==> config.mk <==
export PLATFORM = sky130hd
export DESIGN_NAME = amo_unit_flat
export DESIGN_NICKNAME = d
export VERILOG_FILES = /design/src/rtl/amo_pkg.sv /design/src/rtl/amo_if.sv /design/src/rtl/amo_alu.sv /design/src/rtl/amo_unit.sv /design/src/flat_wrapper.sv
export SDC_FILE = /design/constraint.sdc
export NUM_CORES = 1
export LEC_CHECK = 0
export ABC_AREA = 1
export CAP_MARGIN = 5
export CELL_PAD_IN_SITES_DETAIL_PLACEMENT = 1
export CELL_PAD_IN_SITES_GLOBAL_PLACEMENT = 2
export CORE_AREA = 2 2 229 231
export DETAILED_ROUTE_END_ITERATION = 6
export DIE_AREA = 0 0 231 233
export PLACE_DENSITY = 0.82
export SYNTH_ARGS = -nofsm -noshare
export SYNTH_HDL_FRONTEND = slang
export SYNTH_SLANG_ARGS = --single-unit
export TNS_END_PERCENT = 100
==> constraint.sdc <==
create_clock -name clk -period 3.6 [get_ports clk]
set_input_delay 0.72 -clock clk [delete_from_list [all_inputs] [get_ports clk]]
set_output_delay 0.72 -clock clk [all_outputs]
set_load 0.05 [all_outputs]
==> src/rtl/amo_pkg.sv <==
// Opcode constants, FSM state type and small helpers for the RV32A atomic sequencer.
package amo_pkg;

    localparam int XLEN = 32;

    localparam logic [4:0] F5_ADD  = 5'b00000;
    localparam logic [4:0] F5_SWAP = 5'b00001;
    localparam logic [4:0] F5_LR   = 5'b00010;
    localparam logic [4:0] F5_SC   = 5'b00011;
    localparam logic [4:0] F5_XOR  = 5'b00100;
    localparam logic [4:0] F5_OR   = 5'b01000;
    localparam logic [4:0] F5_AND  = 5'b01100;
    localparam logic [4:0] F5_MIN  = 5'b10000;
    localparam logic [4:0] F5_MAX  = 5'b10100;
    localparam logic [4:0] F5_MINU = 5'b11000;
    localparam logic [4:0] F5_MAXU = 5'b11100;

    typedef enum logic [2:0] {
        S_IDLE,
        S_RD_REQ,
        S_RD_WAIT,
        S_WR_REQ,
        S_DONE
    } amo_state_t;

    function automatic logic f5_legal(input logic [4:0] f5);
        case (f5)
            F5_ADD, F5_SWAP, F5_LR, F5_SC, F5_XOR, F5_OR,
            F5_AND, F5_MIN, F5_MAX, F5_MINU, F5_MAXU: return 1'b1;
            default:                                  return 1'b0;
        endcase
    endfunction

endpackage

==> src/rtl/amo_if.sv <==
// Pipeline command, data-memory port and reservation-set port of the atomic sequencer.
// slave = the sequencer itself, master = pipeline/memory/reservation side.
interface amo_if;
    import amo_pkg::*;

    logic            start_i;
    logic [4:0]      funct5_i;
    logic [XLEN-1:0] addr_i;
    logic [XLEN-1:0] rs2_i;
    logic [4:0]      rd_i;

    logic            busy_o;
    logic            done_o;
    logic            err_o;
    logic            rd_we_o;
    logic [4:0]      rd_o;
    logic [XLEN-1:0] result_o;

    logic            mem_req_o;
    logic            mem_we_o;
    logic [XLEN-1:0] mem_addr_o;
    logic [XLEN-1:0] mem_wdata_o;
    logic            mem_ready_i;
    logic            mem_rvalid_i;
    logic [XLEN-1:0] mem_rdata_i;

    logic            rsv_set_o;
    logic            rsv_clr_o;
    logic [XLEN-1:0] rsv_addr_o;
    logic            rsv_valid_i;
    logic [XLEN-1:0] rsv_addr_i;

    modport slave (
        input  start_i, funct5_i, addr_i, rs2_i, rd_i,
        input  mem_ready_i, mem_rvalid_i, mem_rdata_i,
        input  rsv_valid_i, rsv_addr_i,
        output busy_o, done_o, err_o, rd_we_o, rd_o, result_o,
        output mem_req_o, mem_we_o, mem_addr_o, mem_wdata_o,
        output rsv_set_o, rsv_clr_o, rsv_addr_o
    );

    modport master (
        output start_i, funct5_i, addr_i, rs2_i, rd_i,
        output mem_ready_i, mem_rvalid_i, mem_rdata_i,
        output rsv_valid_i, rsv_addr_i,
        input  busy_o, done_o, err_o, rd_we_o, rd_o, result_o,
        input  mem_req_o, mem_we_o, mem_addr_o, mem_wdata_o,
        input  rsv_set_o, rsv_clr_o, rsv_addr_o
    );

endinterface

==> src/rtl/amo_alu.sv <==
// Purpose: computes the value an AMO writes back from the old memory word and rs2.
// Latency: purely combinational.
// Backpressure: none; the caller decides when the result is used.
module amo_alu
    import amo_pkg::*;
(
    input  logic [4:0]      funct5,
    input  logic [XLEN-1:0] old_val,
    input  logic [XLEN-1:0] rs2_val,
    output logic [XLEN-1:0] new_val
);

    logic s_lt;
    logic u_lt;

    // rs2 strictly less than old; equal operands therefore keep the old value.
    assign s_lt = $signed(rs2_val) < $signed(old_val);
    assign u_lt = rs2_val < old_val;

    always_comb begin
        new_val = old_val;
        case (funct5)
            F5_ADD:  new_val = old_val + rs2_val;
            F5_SWAP: new_val = rs2_val;
            F5_XOR:  new_val = old_val ^ rs2_val;
            F5_OR:   new_val = old_val | rs2_val;
            F5_AND:  new_val = old_val & rs2_val;
            F5_MIN:  new_val = s_lt ? rs2_val : old_val;
            F5_MAX:  new_val = (!s_lt && (rs2_val != old_val)) ? rs2_val : old_val;
            F5_MINU: new_val = u_lt ? rs2_val : old_val;
            F5_MAXU: new_val = (!u_lt && (rs2_val != old_val)) ? rs2_val : old_val;
            default: new_val = old_val;
        endcase
    end

endmodule

==> src/rtl/amo_unit.sv <==
// Purpose: sequences LR.W / SC.W / AMO*.W as read-modify-write on the data port and drives the reservation set.
// Latency: best case LR 3, SC hit 2, AMO 4, SC miss / error 1 cycle from start to done.
// Backpressure: requests held stable until mem_ready_i; start_i ignored while busy (not queued).
module amo_unit
    import amo_pkg::*;
(
    input  logic  clk,
    input  logic  rst,
    amo_if.slave  bus
);

    amo_state_t      state;
    logic [4:0]      op_q;
    logic [4:0]      rd_q;
    logic [XLEN-1:0] rs2_q;
    logic [XLEN-1:0] old_q;
    logic [XLEN-1:0] result_q;
    logic [XLEN-1:0] mem_addr_q;
    logic [XLEN-1:0] mem_wdata_q;
    logic [XLEN-1:0] rsv_addr_q;
    logic            done_q;
    logic            err_q;
    logic            rd_we_q;
    logic            req_q;
    logic            we_q;
    logic            set_q;
    logic            clr_q;
    logic            clr_pend;

    logic            launch_hit;
    logic            launch_bad;
    logic [XLEN-1:0] alu_new;

    assign launch_hit = bus.rsv_valid_i && (bus.rsv_addr_i == bus.addr_i);
    assign launch_bad = (bus.addr_i[1:0] != 2'b00) || !f5_legal(bus.funct5_i);

    // ALU works on the read data as it arrives so the write can be issued next cycle.
    amo_alu u_alu (
        .funct5  (op_q),
        .old_val (bus.mem_rdata_i),
        .rs2_val (rs2_q),
        .new_val (alu_new)
    );

    always_ff @(posedge clk or negedge rst) begin
        if (!rst) begin
            state       <= S_IDLE;
            op_q        <= '0;
            rd_q        <= '0;
            rs2_q       <= '0;
            old_q       <= '0;
            result_q    <= '0;
            mem_addr_q  <= '0;
            mem_wdata_q <= '0;
            rsv_addr_q  <= '0;
            done_q      <= 1'b0;
            err_q       <= 1'b0;
            rd_we_q     <= 1'b0;
            req_q       <= 1'b0;
            we_q        <= 1'b0;
            set_q       <= 1'b0;
            clr_q       <= 1'b0;
            clr_pend    <= 1'b0;
        end else begin
            done_q  <= 1'b0;
            err_q   <= 1'b0;
            rd_we_q <= 1'b0;
            set_q   <= 1'b0;
            clr_q   <= 1'b0;
            case (state)
                S_IDLE: begin
                    if (bus.start_i) begin
                        op_q       <= bus.funct5_i;
                        rd_q       <= bus.rd_i;
                        rs2_q      <= bus.rs2_i;
                        mem_addr_q <= bus.addr_i;
                        clr_pend   <= launch_hit;
                        if (launch_bad) begin
                            state  <= S_DONE;
                            done_q <= 1'b1;
                            err_q  <= 1'b1;
                        end else if (bus.funct5_i == F5_SC) begin
                            if (launch_hit) begin
                                state       <= S_WR_REQ;
                                req_q       <= 1'b1;
                                we_q        <= 1'b1;
                                mem_wdata_q <= bus.rs2_i;
                            end else begin
                                // Lost reservation: report failure without touching memory.
                                state    <= S_DONE;
                                done_q   <= 1'b1;
                                result_q <= XLEN'(1);
                                rd_we_q  <= (bus.rd_i != 5'd0);
                                clr_q    <= 1'b1;
                            end
                        end else begin
                            state <= S_RD_REQ;
                            req_q <= 1'b1;
                            we_q  <= 1'b0;
                        end
                    end
                end
                S_RD_REQ: begin
                    if (bus.mem_ready_i) begin
                        req_q <= 1'b0;
                        state <= S_RD_WAIT;
                    end
                end
                S_RD_WAIT: begin
                    if (bus.mem_rvalid_i) begin
                        old_q <= bus.mem_rdata_i;
                        if (op_q == F5_LR) begin
                            state      <= S_DONE;
                            done_q     <= 1'b1;
                            result_q   <= bus.mem_rdata_i;
                            rd_we_q    <= (rd_q != 5'd0);
                            set_q      <= 1'b1;
                            rsv_addr_q <= mem_addr_q;
                        end else begin
                            state       <= S_WR_REQ;
                            req_q       <= 1'b1;
                            we_q        <= 1'b1;
                            mem_wdata_q <= alu_new;
                        end
                    end
                end
                S_WR_REQ: begin
                    if (bus.mem_ready_i) begin
                        req_q    <= 1'b0;
                        we_q     <= 1'b0;
                        state    <= S_DONE;
                        done_q   <= 1'b1;
                        rd_we_q  <= (rd_q != 5'd0);
                        clr_q    <= clr_pend;
                        result_q <= (op_q == F5_SC) ? '0 : old_q;
                    end
                end
                S_DONE: begin
                    state <= S_IDLE;
                end
                default: begin
                    state <= S_IDLE;
                    req_q <= 1'b0;
                    we_q  <= 1'b0;
                end
            endcase
        end
    end

    assign bus.busy_o      = (state != S_IDLE);
    assign bus.done_o      = done_q;
    assign bus.err_o       = err_q;
    assign bus.rd_we_o     = rd_we_q;
    assign bus.rd_o        = rd_q;
    assign bus.result_o    = result_q;
    assign bus.mem_req_o   = req_q;
    assign bus.mem_we_o    = we_q;
    assign bus.mem_addr_o  = mem_addr_q;
    assign bus.mem_wdata_o = mem_wdata_q;
    assign bus.rsv_set_o   = set_q;
    assign bus.rsv_clr_o   = clr_q;
    assign bus.rsv_addr_o  = rsv_addr_q;

endmodule

==> src/flat_wrapper.sv <==
// flat-port wrapper written by rule: the top's interface ports become plain ports
module amo_unit_flat import amo_pkg::*;
  (clk, rst, bus_start_i, bus_funct5_i, bus_addr_i, bus_rs2_i, bus_rd_i, bus_mem_ready_i, bus_mem_rvalid_i, bus_mem_rdata_i, bus_rsv_valid_i, bus_rsv_addr_i, bus_busy_o, bus_done_o, bus_err_o, bus_rd_we_o, bus_rd_o, bus_result_o, bus_mem_req_o, bus_mem_we_o, bus_mem_addr_o, bus_mem_wdata_o, bus_rsv_set_o, bus_rsv_clr_o, bus_rsv_addr_o);
  amo_if bus_i ();
  input  logic clk;
  input  logic rst;
  input wire logic [$bits(bus_i.start_i)-1:0] bus_start_i;
  input wire logic [$bits(bus_i.funct5_i)-1:0] bus_funct5_i;
  input wire logic [$bits(bus_i.addr_i)-1:0] bus_addr_i;
  input wire logic [$bits(bus_i.rs2_i)-1:0] bus_rs2_i;
  input wire logic [$bits(bus_i.rd_i)-1:0] bus_rd_i;
  input wire logic [$bits(bus_i.mem_ready_i)-1:0] bus_mem_ready_i;
  input wire logic [$bits(bus_i.mem_rvalid_i)-1:0] bus_mem_rvalid_i;
  input wire logic [$bits(bus_i.mem_rdata_i)-1:0] bus_mem_rdata_i;
  input wire logic [$bits(bus_i.rsv_valid_i)-1:0] bus_rsv_valid_i;
  input wire logic [$bits(bus_i.rsv_addr_i)-1:0] bus_rsv_addr_i;
  output wire logic [$bits(bus_i.busy_o)-1:0] bus_busy_o;
  output wire logic [$bits(bus_i.done_o)-1:0] bus_done_o;
  output wire logic [$bits(bus_i.err_o)-1:0] bus_err_o;
  output wire logic [$bits(bus_i.rd_we_o)-1:0] bus_rd_we_o;
  output wire logic [$bits(bus_i.rd_o)-1:0] bus_rd_o;
  output wire logic [$bits(bus_i.result_o)-1:0] bus_result_o;
  output wire logic [$bits(bus_i.mem_req_o)-1:0] bus_mem_req_o;
  output wire logic [$bits(bus_i.mem_we_o)-1:0] bus_mem_we_o;
  output wire logic [$bits(bus_i.mem_addr_o)-1:0] bus_mem_addr_o;
  output wire logic [$bits(bus_i.mem_wdata_o)-1:0] bus_mem_wdata_o;
  output wire logic [$bits(bus_i.rsv_set_o)-1:0] bus_rsv_set_o;
  output wire logic [$bits(bus_i.rsv_clr_o)-1:0] bus_rsv_clr_o;
  output wire logic [$bits(bus_i.rsv_addr_o)-1:0] bus_rsv_addr_o;
  assign bus_i.start_i = bus_start_i;
  assign bus_i.funct5_i = bus_funct5_i;
  assign bus_i.addr_i = bus_addr_i;
  assign bus_i.rs2_i = bus_rs2_i;
  assign bus_i.rd_i = bus_rd_i;
  assign bus_i.mem_ready_i = bus_mem_ready_i;
  assign bus_i.mem_rvalid_i = bus_mem_rvalid_i;
  assign bus_i.mem_rdata_i = bus_mem_rdata_i;
  assign bus_i.rsv_valid_i = bus_rsv_valid_i;
  assign bus_i.rsv_addr_i = bus_rsv_addr_i;
  assign bus_busy_o = bus_i.busy_o;
  assign bus_done_o = bus_i.done_o;
  assign bus_err_o = bus_i.err_o;
  assign bus_rd_we_o = bus_i.rd_we_o;
  assign bus_rd_o = bus_i.rd_o;
  assign bus_result_o = bus_i.result_o;
  assign bus_mem_req_o = bus_i.mem_req_o;
  assign bus_mem_we_o = bus_i.mem_we_o;
  assign bus_mem_addr_o = bus_i.mem_addr_o;
  assign bus_mem_wdata_o = bus_i.mem_wdata_o;
  assign bus_rsv_set_o = bus_i.rsv_set_o;
  assign bus_rsv_clr_o = bus_i.rsv_clr_o;
  assign bus_rsv_addr_o = bus_i.rsv_addr_o;
  amo_unit u_core (.clk(clk), .rst(rst), .bus(bus_i));
endmodule
After elaboration in Yosys (flattened, before gate mapping)
Memories as Yosys holds them, arrays and structs flattened.
Cells that the tools add are included.
{ "word_totals": {"n_memories": 1, "output_inout_bits": 141, "word_cells": 146, "reg_bits": 213, "ram_bits": 0, "mem_bits_ro": 32, "latch_bits": 0, "inputBits": 144} }
{ "op_classes": {"n_mux": 66, "n_reduce_logical": 25, "shift": 0, "div": 0, "n_addsub": 1, "n_mul": 0, "eq_ne": 29, "bitwise": 5, "n_lt_le_gt_ge": 2} }
{ "mem_list": {"columns": ["name", "depth", "width", "rd", "rd_clocked_by_memory_dff", "wr", "line_no", "source"], "rows": [
  ["(no name shown)", 32, 1, 1, 0, 0, "amo_pkg.sv:27", "case (f5)"]
]} }
{ "ops": {"columns": ["op", "n"], "rows": [
  ["$mux W32", 18],
  ["$pmux W32 S9", 1],
  ["$pmux W32 S3", 1],
  ["$lt A32 B32 Y1", 2],
  ["$pmux W32 S2", 1],
  ["$add A32 B32 Y32", 1],
  ["$and A32 B32 Y32", 1],
  ["$eq A32 B32 Y1", 1],
  ["$ne A32 B32 Y1", 1],
  ["$or A32 B32 Y32", 1],
  ["$xor A32 B32 Y32", 1],
  ["$mux W1", 31],
  ["$mux W3", 8],
  ["$reduce_and A7 Y1", 3],
  ["$eq A5 B5 Y1 const B", 4],
  ["$eq A5 B2 Y1 const B", 3],
  ["$ne A2 B2 Y1 const B", 7],
  ["$pmux W3 S4", 1],
  ["$eq A5 B4 Y1 const B", 2],
  ["$reduce_bool A5 Y1", 2],
  ["$ne A2 B1 Y1 const B", 4],
  ["$pmux W1 S4", 2],
  ["$reduce_and A8 Y1", 1],
  ["$eq A3 B2 Y1 const B", 2],
  ["other kinds (19)", 29]
]} }

Depth between registers and ports, before layout
{ "depth": {"word_depth": 8, "mapped_depth": 22, "mapped_depth_nobuf": 22} }

Modules after synthesis
Synthesis repeated with hierarchy kept, for this count alone.
{ "hier_totals": {"hier_cells": 2589, "area_unflattened_um2": 16647.2} }
{ "modules_own_cells": {"columns": ["module", "seq_area_each_um2", "area_each_um2", "instances", "cells_per_inst"], "rows": [
  ["amo_unit", 5330.1, 9656.8, 1, 1213],
  ["amo_alu", 0.0, 6990.5, 1, 1376]
]} }

Least setup slack after synthesis
OpenSTA, ideal clock, no wires.
{ "synth_path": {"kind": "input-to-reg", "start": "in bus_mem_rdata_i[31]", "end": "reg u_core.mem_wdata_q[6], in the netlist u_core.bus.mem_wdata_o[6]", "t_arrival_ns": 2.767, "t_required_ns": 3.476, "setup_slack_ns": 0.709, "n_path_buf": 2, "setup_time_ns": 0.124, "stages": 18, "path_cell_list": "inv_1 ha_1 nor2_1 nand3_1 nor2_2 nand3_1 inv_1 nand2_4 nand2_4 buf_6 nand2_2 buf_4 o21ai_1 nor2_1 nor2_1 nand2_1 o21bai_1 a21oi_1"} }
{ "synth_via": {"elab_chain_cells": 8} }
{ "synth_lines": {"columns": ["element", "line_no", "source"], "rows": [
  ["start, declared", "flat_wrapper.sv:14", "input wire logic [$bits(bus_i.mem_rdata_i)-1:0] bus_mem_rdata_i;"],
  ["$lt A32 B32 Y1 (on tied branches)", "amo_alu.sv:18, amo_alu.sv:17", null],
  ["$logic_not A1 Y1 (on tied branches)", "amo_alu.sv:31, amo_alu.sv:29", null],
  ["$logic_and A1 B1 Y1 (on tied branches)", "amo_alu.sv:31, amo_alu.sv:29", null],
  ["$mux W32 (on tied branches)", "amo_alu.sv:31, amo_alu.sv:29", null],
  ["$pmux W32 S9 (*)", "amo_alu.sv:22", "case (funct5)"],
  ["$mux W32 (*)", "amo_unit.sv:112", "if (op_q == F5_LR) begin"],
  ["$mux W32 (*)", "amo_unit.sv:110", "if (bus.mem_rvalid_i) begin"],
  ["$pmux W32 S2 (*)", "amo_unit.sv:70", "case (state)"],
  ["end signal, assigned", "amo_unit.sv:87", "mem_wdata_q <= bus.rs2_i;"],
  ["end signal, assigned", "amo_unit.sv:123", "mem_wdata_q <= alu_new;"],
  ["end, declared", "amo_unit.sv:19", "logic [XLEN-1:0] mem_wdata_q;"]
]} }
Every way passes the cells marked *; elsewhere a longest branch is shown, timed or not. The select of a mux whose other input is x is not followed.
A chain may end at the register's enable or synchronous reset.

Worst setup path after layout
{ "layout_path": {"start": "reg u_core.state[0]", "end": "out bus_busy_o"} }
{ "layout_via": {"elab_chain_cells": 1} }
{ "layout_lines": {"columns": ["element", "line_no", "source"], "rows": [
  ["start, declared", "amo_unit.sv:12", "amo_state_t state;"],
  ["start signal, assigned", "amo_unit.sv:47", "state <= S_IDLE;"],
  ["start signal, assigned", "amo_unit.sv:79", "state <= S_DONE;"],
  ["start signal, assigned", "amo_unit.sv:84", "state <= S_WR_REQ;"],
  ["$reduce_bool A3 Y1", "amo_unit.sv:150", "assign bus.busy_o = (state != S_IDLE);"],
  ["end, declared", "flat_wrapper.sv:17", "output wire logic [$bits(bus_i.busy_o)-1:0] bus_busy_o;"]
]} }
Every way passes these cells.

==> impl_metrics.env <==
export IMPL_antennaDiodeCount=0
export IMPL_cts_repair_timing_setup_buffer_count=0
export IMPL_hold_path_class="input pin to asynchronous set/reset pin"
export IMPL_p_total_uw=19200
export IMPL_endpoints_failing_hold=0
export IMPL_dp_cells=3268
export IMPL_critPathCaptureType="output pin"
export IMPL_clkTransAtPathRegs_ns=0.06
export IMPL_globalRouteTotalUtil_pct=26.2
export IMPL_final_period_minus_worst_setup_slack_ns=3.47
export IMPL_yosys_area_top_type="dfrtp_1"
export IMPL_outcome="complete, no violations"
export IMPL_grt_pass1_vias=18300
export IMPL_synthesis_nets=2393
export IMPL_postSynthCellCount=2152
export IMPL_cts_resized=0
export IMPL_final_fill_count=6309
export IMPL_power_static_leakage_uw=0.0103
export IMPL_routed_via_count=17000
export IMPL_tightestPinTransition_ns=1.17
export IMPL_max_freq_ghz=0.288
export IMPL_area_growth_synth_to_final_pct=40.6
export IMPL_synthesis_area_sq_um=15300
export IMPL_tritoncts="built"
export IMPL_detail_route_drc_violations=0
export IMPL_yosysTopAreaCellShare_pct=34.8
export IMPL_finalWeightedCongestion=0.961
export IMPL_worst_slew_margin_rel_pct=22.2
export IMPL_placement_io_buffers=284
export IMPL_dp_final_hpwl_um=53500
export IMPL_worst_endpoint_required_ns=2.88
export IMPL_globalRouteOverflowTotal=0
export IMPL_wl_per_cell_um=21.4
export IMPL_critical_path_peak_fanout=6
export IMPL_postSynth_topFlopCell="dfrtp_1"
export IMPL_postSynthAreaPerCell_sq_um=7.11
export IMPL_finalClockSkew_ns=0.0273
export IMPL_setup_violations_final=0
export IMPL_drive_above_1_share_pct=14.7
export IMPL_drt_first_pass_iters=5
export IMPL_report_final_slew_viol_count=0
export IMPL_yosysWarnings=0
export IMPL_route_antenna_remaining_nets=0
export IMPL_synth_edf_count=0
export IMPL_critPathArrivalTime_ns=2.75
export IMPL_design_final_nets=2859
export IMPL_final_cell_area_sq_um=21500
export IMPL_grt_pass1_wl_um=108000
export IMPL_synth_top_cells_by_area="dfrtp_1 35%, nand2_1 12%, ha_1 7.8%"
export IMPL_core_area_sq_um=51100
export IMPL_floorplan_die_area_sq_um=53800
export IMPL_die_width_um=231
export IMPL_first_iter_violations=936
export IMPL_floorplan_rows=83
export IMPL_crit_type="register to output pin"
export IMPL_startpoint_kind_of_the_worst_setup_timing_path="register"
export IMPL_cts_made_buffers=28
export IMPL_num_io_pins=285
export IMPL_synth_seq_area_share_pct=34.8
export IMPL_viasPerCell=5.12
export IMPL_finalCoreUtilization_pct=42.1
export IMPL_postRouteWirelength_um=70900
export IMPL_synth_lib_cells_used_distinct=48
export IMPL_worst_ir_drop_vdd_mv=0.514
export IMPL_clock_sinks=213
export IMPL_cts_hold_buffers_added=0
export IMPL_clock_insertion_delay_worst_skew_ns=0.61
export IMPL_cts_path_max_buffers=3
export IMPL_post_route_period_util_pct=96.4
export IMPL_floorplan_initialDensity_pct=30.0
export IMPL_synth_top_cells_by_count="475 x nand2_1, 226 x nor2_1, 226 x o21ai_0, 225 x inv_1, 213 x dfrtp_1"
export IMPL_final_cell_count_no_fill=3320
export IMPL_grt_start_max_net_pins=88
export IMPL_cts_htree_levels=1
export IMPL_rsz0062_at_grt="no"
export IMPL_grt_antenna_before_repair=1
export IMPL_synth_async_reset_ratio_pct=100
export IMPL_cts_root_buffer="clkbuf_16"
export IMPL_die_boundary_height_um=233
export IMPL_synth_seq_cells=213
export IMPL_power_density_nw_per_um2=893
export IMPL_yosysMostFrequentCell="nand2_1"
export IMPL_drv_cap=0
export IMPL_placed_cell_area_sq_um=20600
## flip-flops by register name, summed over array words and instances, names as in the netlist
name and flops:
u_core.bus.rd_o 5, u_core.bus.mem_wdata_o 32, u_core.bus.rsv_clr_o 1, u_core.clr_pend 1
u_core.bus.mem_addr_o 32, u_core.rs2_q 32, u_core.bus.result_o 32, u_core.bus.mem_req_o 1
u_core.op_q 5, u_core.bus.rsv_set_o 1, u_core.old_q 32, u_core.bus.rsv_addr_o 32
u_core.state 3, u_core.bus.mem_we_o 1, u_core.bus.done_o 1, u_core.bus.err_o 1
u_core.bus.rd_we_o 1
## path summary, 6_finish.rpt
check                           cells past startpoint  slack (ns)                                 from                                     end
worst max-delay path                                5        0.13          u_core.state[0]$_DFFE_PN0P_                              bus_busy_o
worst min-delay path                                1        0.12                                  rst     u_core.bus.result_o[13]$_DFFE_PN0P_
worst max register to register                     17        0.38         u_core.rs2_q[31]$_DFFE_PN0P_  u_core.bus.mem_wdata_o[13]$_DFFE_PN0P_
worst min register to register                      2        0.48  u_core.bus.result_o[18]$_DFFE_PN0P_     u_core.bus.result_o[18]$_DFFE_PN0P_
max in group asynchronous                           2        2.51                                  rst   u_core.bus.rsv_addr_o[19]$_DFFE_PN0P_
min in group clk                                    2        0.48  u_core.bus.result_o[18]$_DFFE_PN0P_     u_core.bus.result_o[18]$_DFFE_PN0P_
## critical path: stages (launching register included)
cell and delay [ns]:
dfrtp_1 0.40, nor2_1 0.25, inv_1 0.12, nor2_1 0.37, inv_1 0.19, clkdlybuf4s50_1 0.81
## final cells by class
type	instances	area, sq um	share of cell area, %
Tap cell	680	851	3.95
Timing Repair Buffer	528	4800	22.3
Multi-Input combinational cell	1616	8710	40.5
Inverter	231	867	4.03
Clock buffer	40	826	3.83
Clock inverter	12	144	0.668
Sequential cell	213	5330	24.8
## cells in the final DEF, fill, tap and decap left out, types with 7 or more instances in the layout
cell / n
nand2_1: 473
clkdlybuf4s50_1: 283
buf_4: 234
o21ai_0: 226
inv_1: 224
nor2_1: 224
dfrtp_1: 213
a21oi_1: 185
nand3_1: 148
ha_1: 96
mux2_2: 53
nor3_1: 37
clkbuf_16: 28
o22ai_1: 27
nand4_1: 20
o211ai_1: 17
o21bai_1: 11
buf_12: 10
nand2_2: 9
xor2_1: 8
clkbuf_8: 8
nor4_1: 7
xnor2_1: 7
## kinds of logic (layout without fill, tap and decap cells)
group / after synthesis / after routing / synth area share [%]
compound gates: 511 / 511 / 18.3
xor+xnor: 15 / 15 / 0.858
fa+ha+maj: 97 / 97 / 7.98
buf+inv: 323 / 811 / 8.46
flops: 213 / 213 / 34.8
mux: 53 / 53 / 3.90
simple gates: 940 / 940 / 25.7
## through the flow
step / TNS, ns / setup WS, ns / hold WS, ns
final: 0 / 0.129 / 0.124
after global placement: -4.74 / -0.230 / 0.461
after global routing: 0 / 0.00906 / 0.180
after detailed placement: -8.58 / -0.376 / 0.465
after CTS: 0 / 0.0847 / 0.155
after floorplan: 0 / 0.709 / 0.424
## power breakdown
| part | internal [uW] | switching (uW) |
|---|---|---|
| Sequential | 3320 | 793 |
| Combinational | 4230 | 7960 |
| Clock | 1740 | 1200 |
## metal layers
metal / track usage [%] / share of wire [%] / routed length (um)
met2: 46.6 / 49 / 34500
met3: 5.86 / 6.3 / 4470
met4: 8.17 / 3.3 / 2320
met1: 31.2 / 42 / 29600
met5: 0 / 0.016 / 11
(Power assumes the default switching activity.)
